<file path="config.mk">
export PLATFORM = sky130hd
export DESIGN_NAME = rot_addr_gen
export DESIGN_NICKNAME = d
export VERILOG_FILES = /design/src/rtl/rot_pkg.sv /design/src/rtl/rot_addr_map.sv /design/src/rtl/rot_addr_gen.sv
export SDC_FILE = /design/constraint.sdc
export NUM_CORES = 2
export LEC_CHECK = 0
export CAP_MARGIN = 20
export CORE_UTILIZATION = 60
export CTS_BUF_LIST = sky130_fd_sc_hd__clkbuf_2 sky130_fd_sc_hd__clkbuf_4 sky130_fd_sc_hd__clkbuf_8
export DETAILED_ROUTE_END_ITERATION = 7
export MAX_ROUTING_LAYER = met4
export PLACE_DENSITY = 0.83
export SLEW_MARGIN = 25
export SYNTH_ARGS = -nofsm -noshare
export SYNTH_HDL_FRONTEND = slang
export SYNTH_SLANG_ARGS = --single-unit
</file>
<file path="constraint.sdc">
create_clock -name I_HCLK -period 14.6 [get_ports I_HCLK]
set_input_delay 1.46 -clock I_HCLK [delete_from_list [all_inputs] [get_ports I_HCLK]]
set_output_delay 1.46 -clock I_HCLK [all_outputs]
set_load 0.005 [all_outputs]
</file>
<file path="src/rtl/rot_pkg.sv">
// Shared types for the tiled rotation address generator: FSM states, rotation codes, defaults.
package rot_pkg;

  typedef enum logic [1:0] {S_IDLE = 2'd0, S_READ = 2'd1, S_WRITE = 2'd2} state_t;
  typedef enum logic [1:0] {DEG_0 = 2'd0, DEG_90 = 2'd1, DEG_180 = 2'd2, DEG_270 = 2'd3} deg_t;

  localparam int TILE_DEF = 8;
  localparam int BPP_DEF  = 3;

  // Counter-clockwise by d equals clockwise by (4-d) mod 4, i.e. two's-complement negation in 2 bits.
  function automatic deg_t eff_rot(input logic [1:0] deg, input logic cw);
    return cw ? deg_t'(deg) : deg_t'(2'd0 - deg);
  endfunction

endpackage

</file>
<file path="src/rtl/rot_addr_map.sv">
// Combinational destination-address mapping of a source pixel (y,x) for a given effective rotation.
module rot_addr_map import rot_pkg::*; #(
  parameter int ADDR_W = 32,
  parameter int BPP    = BPP_DEF
) (
  input  logic [ADDR_W-1:0] y,
  input  logic [ADDR_W-1:0] x,
  input  logic [ADDR_W-1:0] hp,
  input  logic [ADDR_W-1:0] wp,
  input  logic [ADDR_W-1:0] dst,
  input  deg_t              rot,
  input  logic              mirror,
  output logic [ADDR_W-1:0] addr
);

  logic [ADDR_W-1:0] xm, oy, ox, stride;

  always_comb begin
    xm     = mirror ? (wp - x - ADDR_W'(1)) : x;
    oy     = y;
    ox     = xm;
    stride = wp;
    case (rot)
      DEG_90: begin
        oy = xm; ox = hp - y - ADDR_W'(1); stride = hp;
      end
      DEG_180: begin
        oy = hp - y - ADDR_W'(1); ox = wp - xm - ADDR_W'(1); stride = wp;
      end
      DEG_270: begin
        oy = wp - xm - ADDR_W'(1); ox = y; stride = hp;
      end
      default: ;
    endcase
    addr = dst + (oy * stride + ox) * ADDR_W'(BPP);
  end

endmodule

</file>
<file path="src/rtl/rot_addr_gen.sv">
// Tiled image-rotation DMA address generator: per tile, TILE*TILE reads then TILE*TILE rotated writes.
// Optional ROT_MIRROR_EN adds I_MIRROR (horizontal flip applied before rotation).
module rot_addr_gen import rot_pkg::*; #(
  parameter int TILE    = TILE_DEF,
  parameter int BPP     = BPP_DEF,
  parameter int ADDR_W  = 32,
  parameter int DIM_W   = 16,
  parameter int MAX_DIM = 16383
) (
  input  logic                            I_HCLK,
  input  logic                            I_HRESET_N,
  input  logic                            I_START,
  input  logic [DIM_W-1:0]                I_HEIGHT,
  input  logic [DIM_W-1:0]                I_WIDTH,
  input  logic [ADDR_W-1:0]               I_SRC_BASE,
  input  logic [ADDR_W-1:0]               I_DST_BASE,
  input  logic [1:0]                      I_DEGREES,
  input  logic                            I_DIRECTION,
`ifdef ROT_MIRROR_EN
  input  logic                            I_MIRROR,
`endif
  input  logic                            I_DMA_READY,
  output logic [ADDR_W-1:0]               O_ADDR,
  output logic [2:0]                      O_SIZE,
  output logic                            O_WRITE,
  output logic                            O_VALID,
  output logic [$clog2(TILE*TILE)-1:0]    O_COUNT,
  output logic                            O_BUSY,
  output logic                            O_DONE,
  output logic                            O_ERR
);

  localparam int LOG_T = $clog2(TILE);
  localparam int CNT_W = 2 * LOG_T;

  state_t             state, state_nx;
  logic [CNT_W-1:0]   k;
  logic [DIM_W-1:0]   ty, tx, hp, wp, nty, ntx, hp_in, wp_in;
  logic [ADDR_W-1:0]  src, dst, y, x, raddr, waddr;
  logic [LOG_T-1:0]   r, c;
  deg_t               rot;
  logic               mirror, legal, go, accept, k_last, ty_last, last_tile;

  assign legal = (I_HEIGHT != '0) && (I_HEIGHT <= DIM_W'(MAX_DIM)) &&
                 (I_WIDTH  != '0) && (I_WIDTH  <= DIM_W'(MAX_DIM));
  // Round up to a tile multiple; only latched when legal, so the add cannot wrap.
  assign hp_in = (I_HEIGHT + DIM_W'(TILE-1)) & ~DIM_W'(TILE-1);
  assign wp_in = (I_WIDTH  + DIM_W'(TILE-1)) & ~DIM_W'(TILE-1);

  assign go        = (state == S_IDLE) && I_START && legal;
  assign accept    = O_VALID && I_DMA_READY;
  assign k_last    = &k;
  assign nty       = hp >> LOG_T;
  assign ntx       = wp >> LOG_T;
  assign ty_last   = (ty == nty - DIM_W'(1));
  assign last_tile = ty_last && (tx == ntx - DIM_W'(1));

  assign r     = k[CNT_W-1:LOG_T];
  assign c     = k[LOG_T-1:0];
  assign y     = (ADDR_W'(ty) << LOG_T) | ADDR_W'(r);
  assign x     = (ADDR_W'(tx) << LOG_T) | ADDR_W'(c);
  assign raddr = src + (y * ADDR_W'(wp) + x) * ADDR_W'(BPP);

  rot_addr_map #(.ADDR_W(ADDR_W), .BPP(BPP)) u_map (
    .y(y), .x(x), .hp(ADDR_W'(hp)), .wp(ADDR_W'(wp)), .dst(dst),
    .rot(rot), .mirror(mirror), .addr(waddr)
  );

  always_ff @(posedge I_HCLK or negedge I_HRESET_N)
    if (!I_HRESET_N) state <= S_IDLE;
    else             state <= state_nx;

  always_comb begin
    state_nx = state;
    case (state)
      S_IDLE:  if (go) state_nx = S_READ;
      S_READ:  if (accept && k_last) state_nx = S_WRITE;
      S_WRITE: if (accept && k_last) state_nx = last_tile ? S_IDLE : S_READ;
      default: state_nx = S_IDLE;
    endcase
  end

  always_ff @(posedge I_HCLK or negedge I_HRESET_N)
    if (!I_HRESET_N) begin
      k <= '0; ty <= '0; tx <= '0; hp <= '0; wp <= '0;
      src <= '0; dst <= '0; rot <= DEG_0;
      O_DONE <= 1'b0; O_ERR <= 1'b0;
    end else begin
      O_DONE <= 1'b0;
      O_ERR  <= (state == S_IDLE) && I_START && !legal;
      if (go) begin
        k <= '0; ty <= '0; tx <= '0;
        hp <= hp_in; wp <= wp_in;
        src <= I_SRC_BASE; dst <= I_DST_BASE;
        rot <= eff_rot(I_DEGREES, I_DIRECTION);
      end else if (accept) begin
        k <= k + 1'b1;
        // Tile rows advance fastest; column steps when the row index wraps.
        if (state == S_WRITE && k_last) begin
          if (last_tile) begin
            ty <= '0; tx <= '0; O_DONE <= 1'b1;
          end else if (ty_last) begin
            ty <= '0; tx <= tx + DIM_W'(1);
          end else begin
            ty <= ty + DIM_W'(1);
          end
        end
      end
    end

`ifdef ROT_MIRROR_EN
  always_ff @(posedge I_HCLK or negedge I_HRESET_N)
    if (!I_HRESET_N) mirror <= 1'b0;
    else if (go)     mirror <= I_MIRROR;
`else
  assign mirror = 1'b0;
`endif

  assign O_VALID = (state != S_IDLE);
  assign O_BUSY  = (state != S_IDLE);
  assign O_WRITE = (state == S_WRITE);
  assign O_COUNT = k;
  assign O_SIZE  = 3'(BPP - 1);
  assign O_ADDR  = !O_VALID ? '0 : (O_WRITE ? waddr : raddr);

endmodule

</file>
# Yosys cells after proc, flatten, opt, wreduce, memory -nomap -nowiden
# Cells that the tools add are included.
dict set report op_classes {
  add_sub_neg 16
  reduce_logical 23
  eq_ne 10
  n_mul 4
  n_bitwise 2
  magnitude_cmp 2
  n_mux 27
}
# operator n
set op_table {}
lappend op_table {{32-bit one-hot mux with 3 select lines} 2}
lappend op_table {{16-bit 2-to-1 mux} 11}
lappend op_table {{32-bit adder} 3}
lappend op_table {{32-bit by 2-bit multiplier with 32-bit output (second input constant)} 2}
lappend op_table {{32-bit 2-to-1 mux} 2}
lappend op_table {{16-bit by 19-bit subtractor with 20-bit output} 2}
lappend op_table {{19-bit by 3-bit OR with 19-bit output} 2}
lappend op_table {{16-bit by 1-bit adder with 16-bit output (second input constant)} 2}
lappend op_table {{16-bit by 3-bit adder with 16-bit output (second input constant)} 2}
lappend op_table {{32-bit by 19-bit adder with 32-bit output} 1}
lappend op_table {{16-bit == test} 2}
lappend op_table {{16-bit by 14-bit less-or-equal comparator with 1-bit output (second input constant)} 2}
lappend op_table {{32-bit by 16-bit multiplier with 32-bit output} 1}
lappend op_table {{16-bit nonzero test} 2}
lappend op_table {{32-bit by 1-bit subtractor with 32-bit output (second input constant)} 1}
lappend op_table {{19-bit by 13-bit multiplier with 29-bit output} 1}
lappend op_table {{13-bit by 1-bit subtractor with 14-bit output (second input constant)} 2}
lappend op_table {{20-bit by 2-bit subtractor with 21-bit output (second input constant)} 1}
lappend op_table {{6-bit 2-to-1 mux} 2}
lappend op_table {{1-bit logical AND} 10}
lappend op_table {{2-bit 2-to-1 mux} 4}
lappend op_table {{6-bit by 1-bit adder with 6-bit output (second input constant)} 1}
lappend op_table {{2-bit == test (second input constant)} 3}
lappend op_table {{2-bit one-hot mux with 3 select lines} 1}
lappend op_table {{13 further kinds} 22}
dict set report totals {
  in_bits 103
  word_cells 95
  register_bits 134
}

# Depth between registers and ports, before layout
dict set report depth {
  depth_word 10
  ltp_mapped 49
  mapped_depth_nobuf 46
}

# Hierarchy
# A second synthesis with hierarchy kept.
dict set report hier_totals {
  hier_cells 5133
  area_unflattened_um2 43274.0
}
# mod area_per_inst_um2 cells_each seq_area_each_um2 instances
set modules_own_cells {}
lappend modules_own_cells {rot_addr_map 24970.2 3031 0.0 1}
lappend modules_own_cells {rot_addr_gen 18303.8 2102 3353.2 1}

# Worst setup path before layout
# Ideal clock, no wire load.
dict set report synth_path {
  path_type {register to output}
  startpoint {reg k[2], in the netlist O_COUNT[2]}
  endpoint {out O_ADDR[31]}
  t_required_ns 13.140
  path_stages_with_launch 47
  arrival_ns 10.724
  setup_slack_ns 2.416
  n_path_buf 3
  path_cell_list {dfrtp_1 > buf_2 > inv_1 > ha_1 > and4b_4 > or3_4 > a2111oi_4 > nand2_1 > or4_1 > buf_2 > nor4b_4 > xor2_1 > nand2_1 > xnor2_2 > nor2_1 > a31o_2 > clkbuf_1 > nor2_1 > [... 11 more ...] > nand3_1 > or2_2 > a311oi_1 > nor4_1 > o21bai_1 > a21o_1 > xor2_1 > inv_1 > fa_1 > inv_1 > ha_1 > and2_1 > a311o_1 > a21o_1 > a21o_1 > a31oi_1 > xnor2_1 > o22ai_1}
}
dict set report synth_via {
  elab_chain_cells 10
  word_cells_on_any_way 14
  classes_between {add/sub (6); mul (3); mux (4); bitwise (1)}
}
# item line_no
set synth_rtl {}
lappend synth_rtl {{start: declaration} rot_addr_gen.sv:37} ;# logic [CNT_W-1:0] k;
lappend synth_rtl {{start signal: assignment} rot_addr_gen.sv:97} ;# k <= k + 1'b1;
lappend synth_rtl {{19-bit by 3-bit OR with 19-bit output *} rot_addr_gen.sv:61} ;# assign x = (ADDR_W'(tx) << LOG_T) | ADDR_W'(c);
lappend synth_rtl {{16-bit by 19-bit subtractor with 20-bit output} {rot_addr_map.sv:28, rot_addr_map.sv:31}}
lappend synth_rtl {{20-bit by 2-bit subtractor with 21-bit output} n/a}
lappend synth_rtl {{32-bit one-hot mux with 3 select lines} rot_addr_map.sv:23} ;# case (rot)
lappend synth_rtl {{32-bit by 16-bit multiplier with 32-bit output} rot_addr_map.sv:35} ;# addr = dst + (oy * stride + ox) * ADDR_W'(BPP);
lappend synth_rtl {{32-bit adder} rot_addr_map.sv:35}
lappend synth_rtl {{32-bit by 2-bit multiplier with 32-bit output} rot_addr_map.sv:35}
lappend synth_rtl {{32-bit adder} rot_addr_map.sv:35}
lappend synth_rtl {{32-bit 2-to-1 mux * (2 in a row)} rot_addr_gen.sv:124} ;# assign O_ADDR = !O_VALID ? '0 : (O_WRITE ? waddr : raddr);
lappend synth_rtl {{end: declaration} rot_addr_gen.sv:23} ;# output logic [ADDR_W-1:0] O_ADDR,
# Mark *: on every way between the ends. The rest lies on a longest branch, timed or not.

# Final worst setup path
dict set report layout_path {
  startpoint {reg tx[1]}
  endpoint {out O_ADDR[31]}
}
dict set report layout_via {
  elab_chain_cells 10
  word_cells_on_any_way 14
  classes_between {add/sub (6); mul (3); mux (4); bitwise (1)}
}
# item line_no
set layout_rtl {}
lappend layout_rtl {{start: declaration} rot_addr_gen.sv:38} ;# logic [DIM_W-1:0] ty, tx, hp, wp, nty, ntx, hp_in, wp_in;
lappend layout_rtl {{start signal: assignment} rot_addr_gen.sv:85} ;# k <= '0; ty <= '0; tx <= '0; hp <= '0; wp <= '0;
lappend layout_rtl {{start signal: assignment} rot_addr_gen.sv:92} ;# k <= '0; ty <= '0; tx <= '0;
lappend layout_rtl {{start signal: assignment} rot_addr_gen.sv:101} ;# ty <= '0; tx <= '0; O_DONE <= 1'b1;
lappend layout_rtl {{19-bit by 3-bit OR with 19-bit output *} rot_addr_gen.sv:61}
lappend layout_rtl {{16-bit by 19-bit subtractor with 20-bit output} {rot_addr_map.sv:28, rot_addr_map.sv:31}}
lappend layout_rtl {{20-bit by 2-bit subtractor with 21-bit output} n/a}
lappend layout_rtl {{32-bit one-hot mux with 3 select lines} rot_addr_map.sv:23}
lappend layout_rtl {{32-bit by 16-bit multiplier with 32-bit output} rot_addr_map.sv:35}
lappend layout_rtl {{32-bit adder} rot_addr_map.sv:35}
lappend layout_rtl {{32-bit by 2-bit multiplier with 32-bit output} rot_addr_map.sv:35}
lappend layout_rtl {{32-bit adder} rot_addr_map.sv:35}
lappend layout_rtl {{32-bit 2-to-1 mux * (2 in a row)} rot_addr_gen.sv:124}
# Marked as above.

==> out/metrics.yaml <==
run_status:
  status: "complete, no violations"
clocking:
  cts_made_buffers: 17
  cts_root_buf: "clkbuf_8"
  clockBufferDepth: 2
  clock-sinks: 134
  htree_levels: 4
  clock_latency_ns: 0.56
  path_clk_slew_ns: 0.08
  tritoncts: "done"
logic_synthesis:
  synth_warnings: 0
  seq_area_frac_synth_pct: 10.19
  postSynth.asyncResetShare_pct: 100.0
  synth_area_per_cell_sq_um: 8.509
  synth_top_flop_cell: "dfrtp_1"
  synth_area_sq_um: 32920
  netlist_instances: 3869
  synth_cell_types: 93
  synth-edff-count: 0
  ys_seq_elements: 134
sta:
  fin_crit_sh_pct: 96.71
  fmax_ghz: 0.07082
  fin_tns_setup_ns: 0
  maxSlewViolCount: 0
  slew_headroom_pct: 29.44
  max_slew.worst_pin.slew_ns: 1.056
  finalSetupViolations: 0
  fin_crit_ns: 14.12
  fin_worst_skew_ns: 0.02692
  hold_violations: 0
setup_path:
  worstPathMaxFanout: 13
  slowest_stage: "o311ai_0"
  crit_path_end_kind: "output port"
  worstPathRequired_ns: 13.14
  crit_path_frequent_cell: "fa_1"
  max_stage_delay_ns: 0.63
  critical_path_class: "reg2out"
  cp-start-kind: "register"
  critical_path_arrival_ns: 12.66
hold_path:
  hp-class: "reg2reg"
routing:
  ant_nets: 0
  wirelength_um: 95710
  drt_iter0_drc: 2324
  viasPerCell: 6.040
  vias: 27960
  wl_per_cell_um: 20.68
  drc: 0
  firstDrtPassIters: 6
global_route:
  top_usage_layer: "met2"
  grt_pass1_wl_um: 151100
  grt_util_all_layers_pct: 35.97
  met3_usage_pct: 6.671
  grt_use_met2_pct: 55.31
  grt.met1_usage_pct: 45.81
  grt_overflow: 0
  grt_pass1_vias: 27770
  grt_max_degree: 76
  antenna_found_initial: 1
floorplan:
  die-area_sq_um: 55810
  ios: 149
  start_util_pct: 60.94
  die_x_um: 236.2
  rows: 85
  core-area_sq_um: 54030
  die_h_um: 236.2
flow_run:
  cap_viol_max_count: 0
placement:
  place_congestion: 1.029
  dp_hpwl_um: 77850
  port_buffers: 145
finish:
  fin_nets: 4781
  syn_to_final_growth_pct: 8.224
  drive_gt1_share_pct: 7.018
  antennaDiodeCount: 0
Yosys cell counts, types with 25 or more instances:
cell      instances  share of area (%)
o22ai_1          42               0.80
nor3_1           31               0.47
xnor2_1         178                4.7
clkbuf_1        154                1.8
xor2_1          101                2.7
a21o_1           56                1.3
a21oi_1         132                2.0
mux2i_1          34                1.0
inv_1           603                6.9
nand3_1          57               0.87
o21ai_0         171                2.6
nor2_1          245                2.8
o21a_1           25               0.57
nand2_1         482                5.5
ha_1            266                 10
mux2_2           80                2.7
dfrtp_1         134                 10
and2_1          126                2.4
and3_1           34               0.65
fa_1            492                 30
nand2b_1         58                1.1
cell type report:
cell class              instances  area, sq um
clock inverters                13        145.1
fillers                      4371        18400
flip-flops and latches        134         3367
inverters                     603         2263
clock buffers                  19        255.2
repair buffers                210         1941
well taps                     696        870.8
multi-input cells            2954        26790
critical path, delay by kind of cell, from the launching register on:
family / cells / cell delay [ns]
adders and majority gates: 10 / 4.54
AOI/OAI and AO/OA: 13 / 3.14
and+or+nand+nor: 11 / 2.44
buffers and inverters: 6 / 0.85
xor gates and xnor gates: 3 / 0.71
DFF: 1 / 0.43
final timing paths:
check	start	slack (ns)	end	depth (start not counted)
hold reg to reg	dst[23]	0.52	dst[23]	1
setup / recovery	tx[1]	0.48	O_ADDR[31]	43
min in group asynchronous	I_HRESET_N	0.93	dst[18]	1
hold / removal	dst[23]	0.52	dst[23]	1
max in group asynchronous	I_HRESET_N	12.23	rot[0]	2
setup reg to reg	state[0]	9.80	tx[15]	9
flip-flops by register name, indices dropped and copies added (netlist names):
| name | cells |
|---|---|
| O_ERR | 1 |
| dst | 32 |
| tx | 16 |
| O_DONE | 1 |
| rot | 2 |
| wp | 13 |
| src | 32 |
| O_COUNT | 6 |
| ty | 16 |
| state | 2 |
| hp | 13 |
routing by layer:
| layer | vias up | wire length [um] |
|---|---|---|
| li1 | 12560 | - |
| met1 | 13633 | 37150 |
| met2 | 1452 | 43670 |
| met3 | 315 | 9546 |
| met4 | 0 | 5341 |
| met5 | - | 0 |
layout by cell type, fill, tap and decap left out, types with 11 or more instances in the layout:
cell             instances
inv_1                  603
clkdlybuf4s50_1        144
nand2_1                482
nand2b_1                57
o21a_1                  25
a211o_1                 11
o22ai_1                 42
ha_1                   263
dfrtp_1                123
mux2_2                  80
nand3b_1                15
o21bai_1                17
or3_1                   11
and2_1                 126
a31o_2                  11
nand3_1                 55
nor2b_1                 22
nor4_1                  17
a21o_1                  56
mux2i_1                 33
xor2_1                  96
buf_4                   65
and3_1                  34
or2_2                   14
o21ai_0                166
nand4_1                 19
a211oi_1                18
nor2_1                 243
clkbuf_8                18
a21oi_1                130
a31oi_1                 21
nor3_1                  30
dfrtp_2                 11
fa_1                   492
o211ai_1                12
xnor2_1                178
a21boi_0                12
cells by family after synthesis:
logic type               Yosys count  share of synthesized area [%]
AND/OR/NAND/NOR                 1173                          16.96
other                              2                        0.02281
flip-flops                       134                          10.19
adder cells (fa/ha/maj)          758                          40.03
multiplexers                     118                          4.044
XOR/XNOR                         283                          7.658
buffers and inverters            783                          9.030
AO/OA/AOI/OAI                    618                          12.07
stage by stage:
| stage | util (%) | hold WS, ns | instances | cell area, sq um | setup slack, ns |
|---|---|---|---|---|---|
| global placement | 64.78 | 0.4908 | 4590 | 35000 | 0.6286 |
| global route | 65.95 | 0.5299 | 4629 | 35630 | -0.005336 |
| detailed placement | 64.78 | 0.4994 | 4590 | 35000 | 0.5426 |
| CTS | 65.52 | 0.5198 | 4622 | 35400 | 0.003166 |
| floorplan | - | 0.4635 | 3870 | 32930 | 2.416 |
| finish | 65.95 | 0.5171 | 4629 | 35630 | 0.4799 |
timing repair:
action | 4_1_cts | 5_1_grt
gates resized for setup | 1 | 40
pin swaps | 0 | 3
gates cloned | 0 | 1
setup endpoints to repair | 2 | 7
setup buffers | 0 | 6
hold buffers | 0 | 0
Power is left out: the tool's default activity adds up to more than one toggle a clock period on the data nets, which glitch-free logic cannot reach.
